==> src/rtl/note_lane_renderer.sv <==
// note_lane_renderer: 640x480 VGA raster with four scrolling note lanes, hit line and lane borders
module note_lane_renderer #(
   parameter int CLK_DIV = 4,
   parameter int BAR_H   = 16
) (
   input  logic        clk,
   input  logic        reset,
   input  logic [9:0]  offset_in,
   input  logic [3:0]  lane_mask,
   output logic        hsync,
   output logic        vsync,
   output logic [11:0] rgb,
   output logic        frame_tick
);

   localparam int          DW       = CLK_DIV > 1 ? $clog2(CLK_DIV) : 1;
   localparam logic [9:0]  BAR      = 10'(BAR_H);
   localparam logic [47:0] LANE_RGB = {12'hFF0, 12'h00F, 12'h0F0, 12'hF00};

   logic [DW-1:0] div;
   logic          pix_en;
   logic          latch;
   logic          active;
   logic [9:0]    hcnt;
   logic [9:0]    vcnt;
   logic [9:0]    off_latched;
   logic [3:0]    mask_latched;
   logic [10:0]   ysum;
   logic [9:0]    ypos;
   logic [9:0]    lo;
   logic [9:0]    hi;
   logic [11:0]   pix_rgb;

   assign pix_en = div == DW'(CLK_DIV - 1);
   assign latch  = pix_en && hcnt == 10'd0 && vcnt == 10'd480;
   assign active = hcnt < 10'd640 && vcnt < 10'd480;
   assign ysum   = {1'b0, vcnt} + {1'b0, off_latched};
   assign ypos   = ysum >= 11'd480 ? 10'(ysum - 11'd480) : ysum[9:0];

   // pixel-rate divider: pix_en fires on the last count of each CLK_DIV window
   always_ff @(posedge clk or negedge reset) begin
      if (!reset) div <= '0;
      else        div <= pix_en ? '0 : div + 1'b1;
   end

   // raster position: 800 pixels per line, 525 lines per frame
   always_ff @(posedge clk or negedge reset) begin
      if (!reset) begin
         hcnt <= '0;
         vcnt <= '0;
      end else if (pix_en) begin
         hcnt <= hcnt == 10'd799 ? 10'd0 : hcnt + 10'd1;
         if (hcnt == 10'd799) vcnt <= vcnt == 10'd524 ? 10'd0 : vcnt + 10'd1;
      end
   end

   // frame registers sampled once per frame at the start of vertical blanking so a frame never tears
   always_ff @(posedge clk or negedge reset) begin
      if (!reset) begin
         off_latched  <= '0;
         mask_latched <= '0;
      end else if (latch) begin
         off_latched  <= offset_in >= 10'd960 ? offset_in - 10'd960 :
                         offset_in >= 10'd480 ? offset_in - 10'd480 : offset_in;
         mask_latched <= lane_mask;
      end
   end

   // pixel colour: hit line over note bars over lane borders over background, black outside active video
   always_comb begin
      pix_rgb = 12'h000;
      lo      = '0;
      hi      = '0;
      for (int i = 0; i < 4; i++) begin
         lo = 10'(160 * i + 40);
         hi = 10'(160 * i + 119);
         if (hcnt == lo || hcnt == hi) pix_rgb = 12'h444;
         if (ypos < BAR && mask_latched[i] && hcnt >= lo && hcnt <= hi) pix_rgb = LANE_RGB[12*i +: 12];
      end
      if (vcnt >= 10'd440 && vcnt <= 10'd443) pix_rgb = 12'hFFF;
      if (!active) pix_rgb = 12'h000;
   end

   // registered outputs, all one pixel behind the counters that produce them
   always_ff @(posedge clk or negedge reset) begin
      if (!reset) begin
         hsync      <= 1'b1;
         vsync      <= 1'b1;
         rgb        <= 12'h000;
         frame_tick <= 1'b0;
      end else begin
         frame_tick <= latch;
         if (pix_en) begin
            hsync <= !(hcnt >= 10'd656 && hcnt <= 10'd751);
            vsync <= !(vcnt >= 10'd490 && vcnt <= 10'd491);
            rgb   <= pix_rgb;
         end
      end
   end

endmodule

==> config.mk <==
export PLATFORM = sky130hd
export DESIGN_NAME = note_lane_renderer
export DESIGN_NICKNAME = d
export VERILOG_FILES = /design/src/rtl/note_lane_renderer.sv
export SDC_FILE = /design/constraint.sdc
export NUM_CORES = 1
export LEC_CHECK = 0
export BUFFER_PORTS_ARGS = -buffer_cell sky130_fd_sc_hd__buf_4
export CORE_ASPECT_RATIO = 1.4
export CORE_MARGIN = 4
export CORE_UTILIZATION = 54
export DETAILED_ROUTE_END_ITERATION = 16
export MAX_ROUTING_LAYER = met4
export PLACE_DENSITY = 0.88
export REMOVE_ABC_BUFFERS = 1
export SYNTH_ARGS = -nofsm -noshare
export SYNTH_HDL_FRONTEND = slang
export SYNTH_SLANG_ARGS = --single-unit
==> constraint.sdc <==
create_clock -name clk -period 3.43 [get_ports clk]
set_input_delay 0.1715 -clock clk [delete_from_list [all_inputs] [get_ports clk]]
set_output_delay 0.1715 -clock clk [all_outputs]
set_load 0.02 [all_outputs]
# Yosys cells after proc, flatten, opt, wreduce, memory -nomap -nowiden
# Cells that the tools add are included.
[op_classes]
n_addsub = 7
magnitude_cmp = 20
n_eq_ne = 12
mux = 16
reduce_logical = 26
[ops]
columns = ["cell", "n"]
rows = [
  ["$mux 12", 9],
  ["$mux 10", 5],
  ["$eq 10x10->1 const B", 4],
  ["$eq 10x9->1 const B", 4],
  ["$ge 10x9->1 const B", 4],
  ["$le 10x9->1 const B", 4],
  ["$ge 10x10->1 const B", 3],
  ["$add 10x1->10 const B", 2],
  ["$le 10x10->1 const B", 2],
  ["$sub 10x9->10 const B", 2],
  ["$logic_and 1x1->1", 18],
  ["$add 10x10->11", 1],
  ["$ge 11x9->1 const B", 1],
  ["$mux 11", 1],
  ["$eq 10x6->1 const B", 1],
  ["$eq 10x7->1 const B", 1],
  ["$eq 10x8->1 const B", 1],
  ["$ge 10x6->1 const B", 1],
  ["$ge 10x8->1 const B", 1],
  ["$le 10x7->1 const B", 1],
  ["$logic_not 10->1", 1],
  ["$lt 10x10->1 const B", 1],
  ["$lt 10x5->1 const B", 1],
  ["$lt 10x9->1 const B", 1],
  ["7 further kinds", 11],
]
[totals]
regBits = 51
input_bits = 16
out_inout_bits = 15
word_cells = 90

# Depth between registers and ports, before layout
[depth]
depth_word = 16
mapped_depth = 15
ltp_nobuf = 15

# Least setup slack after synthesis
# OpenSTA, ideal clock, no wires.
[synth_path]
kind = "reg-to-reg"
from = "register vcnt[4]"
to = "register rgb[6]"
setup_ns = 0.068
arrival_ns = 3.288
t_required_ns = 3.362
setup_slack_ns = 0.074
stages_incl_launch_ff = 14
n_path_buf = 0
period_less_slack_ns = 3.356
path_cell_list = "dfrtp_1 > ha_1 > and2_1 > a221o_1 > a31oi_2 > xnor2_1 > ha_1 > xor2_1 > xnor2_1 > nand3b_1 > mux2_2 > or3_1 > a221o_1 > nand3_1"
[synth_between]
elab_chain_len = 16
word_cells_on_any_way = 31
classes_between = "add/sub (2); order compare (5); mux (10); reduce/logical (14)"
[synth_lines]
columns = ["element", "line", "rtl"]
rows = [
  ["from (decl)", "25", "logic [9:0] vcnt;"],
  ["from (signal assigned)", "53", "if (hcnt == 10'd799) vcnt <= vcnt == 10'd524 ? 10'd0 : vcnt + 10'd1;"],
  ["$add 10x10->11", "37", "assign ysum = {1'b0, vcnt} + {1'b0, off_latched};"],
  ["$sub 10x9->10 / $ge 11x9->1 (equally long branches)", "38", "assign ypos = ysum >= 11'd480 ? 10'(ysum - 11'd480) : ysum[9:0];"],
  ["$mux 10", "38", ""],
  ["$lt 10x5->1", "78", "if (ypos < BAR && mask_latched[i] && hcnt >= lo && hcnt <= hi) pix_rgb = LANE_RGB[12*i +: 12];"],
  ["$logic_and 1x1->1 (3 in a row)", "78", ""],
  ["$mux 12", "78", ""],
  ["$mux 12", "77", "if (hcnt == lo || hcnt == hi) pix_rgb = 12'h444;"],
  ["$mux 12", "78", ""],
  ["$mux 12", "77", ""],
  ["$mux 12", "78", ""],
  ["$mux 12", "77", ""],
  ["$mux 12", "78", ""],
  ["$mux 12", "80", "if (vcnt >= 10'd440 && vcnt <= 10'd443) pix_rgb = 12'hFFF;"],
  ["$mux 12 (*)", "81", "if (!active) pix_rgb = 12'h000;"],
  ["to (signal assigned)", "96", "rgb <= pix_rgb;"],
  ["to (decl)", "12", "output logic [11:0] rgb,"],
]
# Every way passes the cells marked *; elsewhere a longest branch is shown, timed or not.
# A chain may end at the register's enable or synchronous reset.

# Worst setup path after layout
[layout_path]
from = "register vcnt[1]"
to = "register rgb[6]"
# Same word-level chain as after synthesis.

==> summary.txt <==
Outcome
  • Status: finished, final reports clean

Logic synthesis
  • Cells after Synth: 379
  • Yosys cell types: 57
  • Synth Area in XOR/XNOR: 0.0765
  • Yosys warns: 0
  • Simple-gate share of the synthesized area: 0.260
  • Avg Synthesized Cell Area: 8.33 sq um
  • Yosys reg bits: 45
  • Post-synthesis mux area share: 0.00991
  • Main synth FF type: dfrtp_1
  • Post-Synth Adder-Cell Area: 0.0817
  • Sequential fraction of the synthesis area: 0.358
  • Yosys top cell by area: dfrtp_1
  • Post-Syn Area: approximately 3200 sq um
  • Largest cells by area after synthesis: dfrtp_1 (34%), ha_1 (7.5%), nand2_1 (7.4%), o21ai_0 (4.3%), nor2_1 (3.8%)
  • Largest family of logic cells by synthesized area: simple AND/OR/NAND/NOR gates
  • EDFF count, synth: 0
  • Post-synthesis compound-gate area fraction: 0.162
  • Async S/R FF share, synth: 1.00
  • Post-synth top area share: 0.341

Routing
  • Drt wl/cell: 16.3 um
  • Final wirelength: 7850 um
  • Vias: 2942
  • # DRC: 0
  • Initial detailed-routing violation count: 263
  • TritonRoute pass-1 iters: 5
  • Vias per cell: 6.12
  • Post-DRT Antenna Nets: 0

Global routing
  • First-pass GRT wire length: 12500 um
  • GR Overflow Total: 0
  • All-layer global routing usage: 0.222
  • Number of global-route vias before repair: 2674
  • Pin count of the biggest net entering global routing: 46
  • Initial antenna violation count: 0

Hold path
  • Hold Crit Depth: 3
  • Min-Delay Path Class: input pin to register

Timing
  • Fin. max-slew vios: 0
  • Clock Skew: 12.1 ps
  • Worst setup margin: 51.6 ps
  • Final hold violations: 0
  • Final Cycle Share: 0.985
  • Slew margin rel.: 0.613
  • Worst-Margin Slew: 581 ps
  • Achievable Freq: 0.296 GHz
  • Post-route minimum period: between 3000 and 4000 ps
  • Final setup vio count: 0

Cells and area
  • Antenna diode count: 0
  • Share of cells above drive strength 1: 0.189
  • Area grow syn2layout: 16.4%
  • Final net count: 448

Clock network
  • Skew-Pair Late Insertion Delay: 310 ps
  • Clk buf depth: 2
  • # H-tree levels: 2
  • CTS Buf Count: 5
  • Clk sink count: 45
  • Clock transition at path regs: 90 ps
  • CTS Root Cell: clkbuf_8
  • CTS tree: built

Flow run
  • Max Cap Viol: 0

Critical path
  • CP endpoint kind: register
  • Critical path fanouts, max: 5
  • Worst Path Arrival: 3620 ps
  • Crit start category: register
  • Reg2reg path depth: 15
  • Data required, critical path: between 3000 and 4000 ps
  • Crit path kind: register to register

Power and ir drop
  • Pleak: 1.65 nW
  • Total power: a little over 0.0009 W
  • Maximum vdd drop: 0.187 mV
  • Power per cell area: 251 nW/um^2

Die
  • Die area: 7150 sq um
  • Ports: 31
  • Die W: roughly 73 um
  • Core area: between 5000 and 6000 sq um
  • Starting Density: 0.563
  • Chip height: between 90 and 100 um
  • Rows: 32

Place
  • Place WS: -64.9 ps
  • RePlAce Congestion: slightly below 1
  • DP HPWL: 5480 um
  • Port bufs: 30
==> routing by layer <==
metal	up-vias	routed length [um]	GRT usage
met3	30	365	0.0214
li1	1397	-	-
met2	112	4050	0.376
met4	0	284	0.0668
met1	1403	3150	0.276
met5	-	0	-
==> power by group <==
group / switching, W / internal, W / leakage [nW]
Combinational: 0.0000274 / 0.0000200 / 1.08
Sequential: 0 / 0.000530 / 0.533
Clock: 0.000197 / 0.000147 / 0.0447
Total: 0.000224 / 0.000697 / 1.65
==> logic make-up (layout without fill, tap and decap cells) <==
logic type	after synthesis	after routing
AO/OA/AOI/OAI	80	80
buffers and inverters	36	70
flip-flops	45	45
adder cells (fa/ha/maj)	20	20
XOR/XNOR	26	26
AND/OR/NAND/NOR	169	169
multiplexers	3	3
==> Yosys cell counts (3+ instances only) <==
cell type / n
xnor2_1: 13
a21oi_1: 19
nand4_1: 5
dfrtp_1: 43
o21ai_0: 27
o211ai_1: 3
nor3_1: 10
nand2b_1: 6
a31oi_1: 4
inv_1: 12
a21o_1: 4
nor2_1: 32
nor4_1: 4
nand3b_1: 3
buf_4: 6
o2bb2ai_1: 3
nor2b_1: 3
nand3_1: 21
clkbuf_1: 16
a221o_1: 3
xor2_1: 12
nand2_1: 62
or3_1: 3
ha_1: 19
and3_1: 6
==> critical path, stage by stage, from the launching register on <==
cell and delay, ps:
dfrtp_2 390, buf_4 140, inv_2 60, fa_1 440
nand2b_1 180, nand2b_1 140, a31oi_4 120, xnor2_2 230
ha_4 180, xor2_2 160, xnor2_1 130, nand3b_1 90
mux2_4 310, or3_1 390, a221o_1 290, nand3_1 90
==> cells in the final DEF (no fill, tap or decap), types with 3 or more instances in the layout <==
cell type  count
xor2_1        11
o211ai_1       3
a21o_1         4
nand3b_1       3
buf_4         49
a21oi_1       19
inv_1         10
o2bb2ai_1      3
or3_1          3
nand2b_1       6
nor2_1        32
ha_1          16
nor2b_1        3
a221o_1        3
nor3_1        10
o21ai_0       27
and3_1         6
nor4_1         3
nand4_1        5
nand2_1       62
xnor2_1       12
clkbuf_8       5
dfrtp_1       42
nand3_1       21
a31oi_1        4
==> final timing paths <==
kind | from | end | slack [ps]
min reg2reg | div[0] | div[0] | 430
max | vcnt[1] | rgb[6] | 50
min | lane_mask[3] | mask_latched[3] | 60
max reg2reg | vcnt[1] | rgb[6] | 50
max in group asynchronous | reset | vcnt[1] | 2610
min in group asynchronous | reset | off_latched[8] | 390
==> stage by stage <==
step | std cells | hold slack (ps) | instance area (sq um) | util | setup TNS (ps)
floorplan | 355 | -124 | 3030 | - | 0
global placement | 464 | 210 | 3430 | 0.613 | 0
detailed placement | 464 | 212 | 3430 | 0.613 | -76.5
CTS | 474 | 51.8 | 3550 | 0.634 | 0
global route | 481 | 49.5 | 3670 | 0.655 | -147
finish | 481 | 55.3 | 3670 | 0.655 | 0
==> registers in the layout (all words and copies together), names as in the netlist <==
register,flops
hcnt,10
off_latched,10
div,2
frame_tick,1
rgb,6
vsync,1
vcnt,10
mask_latched,4
hsync,1
==> layout make-up <==
class / instances / area [sq um]
clock inverters: 3 / 25.0
fillers: 441 / 1930
inverters: 12 / 45.0
flip-flops and latches: 45 / 1130
repair buffers: 50 / 378
clock buffers: 5 / 68.8
multi-input cells: 298 / 1940
well taps: 68 / 85.1
==> repair_timing <==
item | in CTS | in global routing
hold buffers | 1 | 0
gates resized for setup | 3 | 13
pin swaps | 0 | 6
buffers inserted | 1 | 7
hold endpoints to repair | 43 | 0
setup endpoints to repair | 2 | 6
No activity file was read; power rests on OpenSTA's default activity.
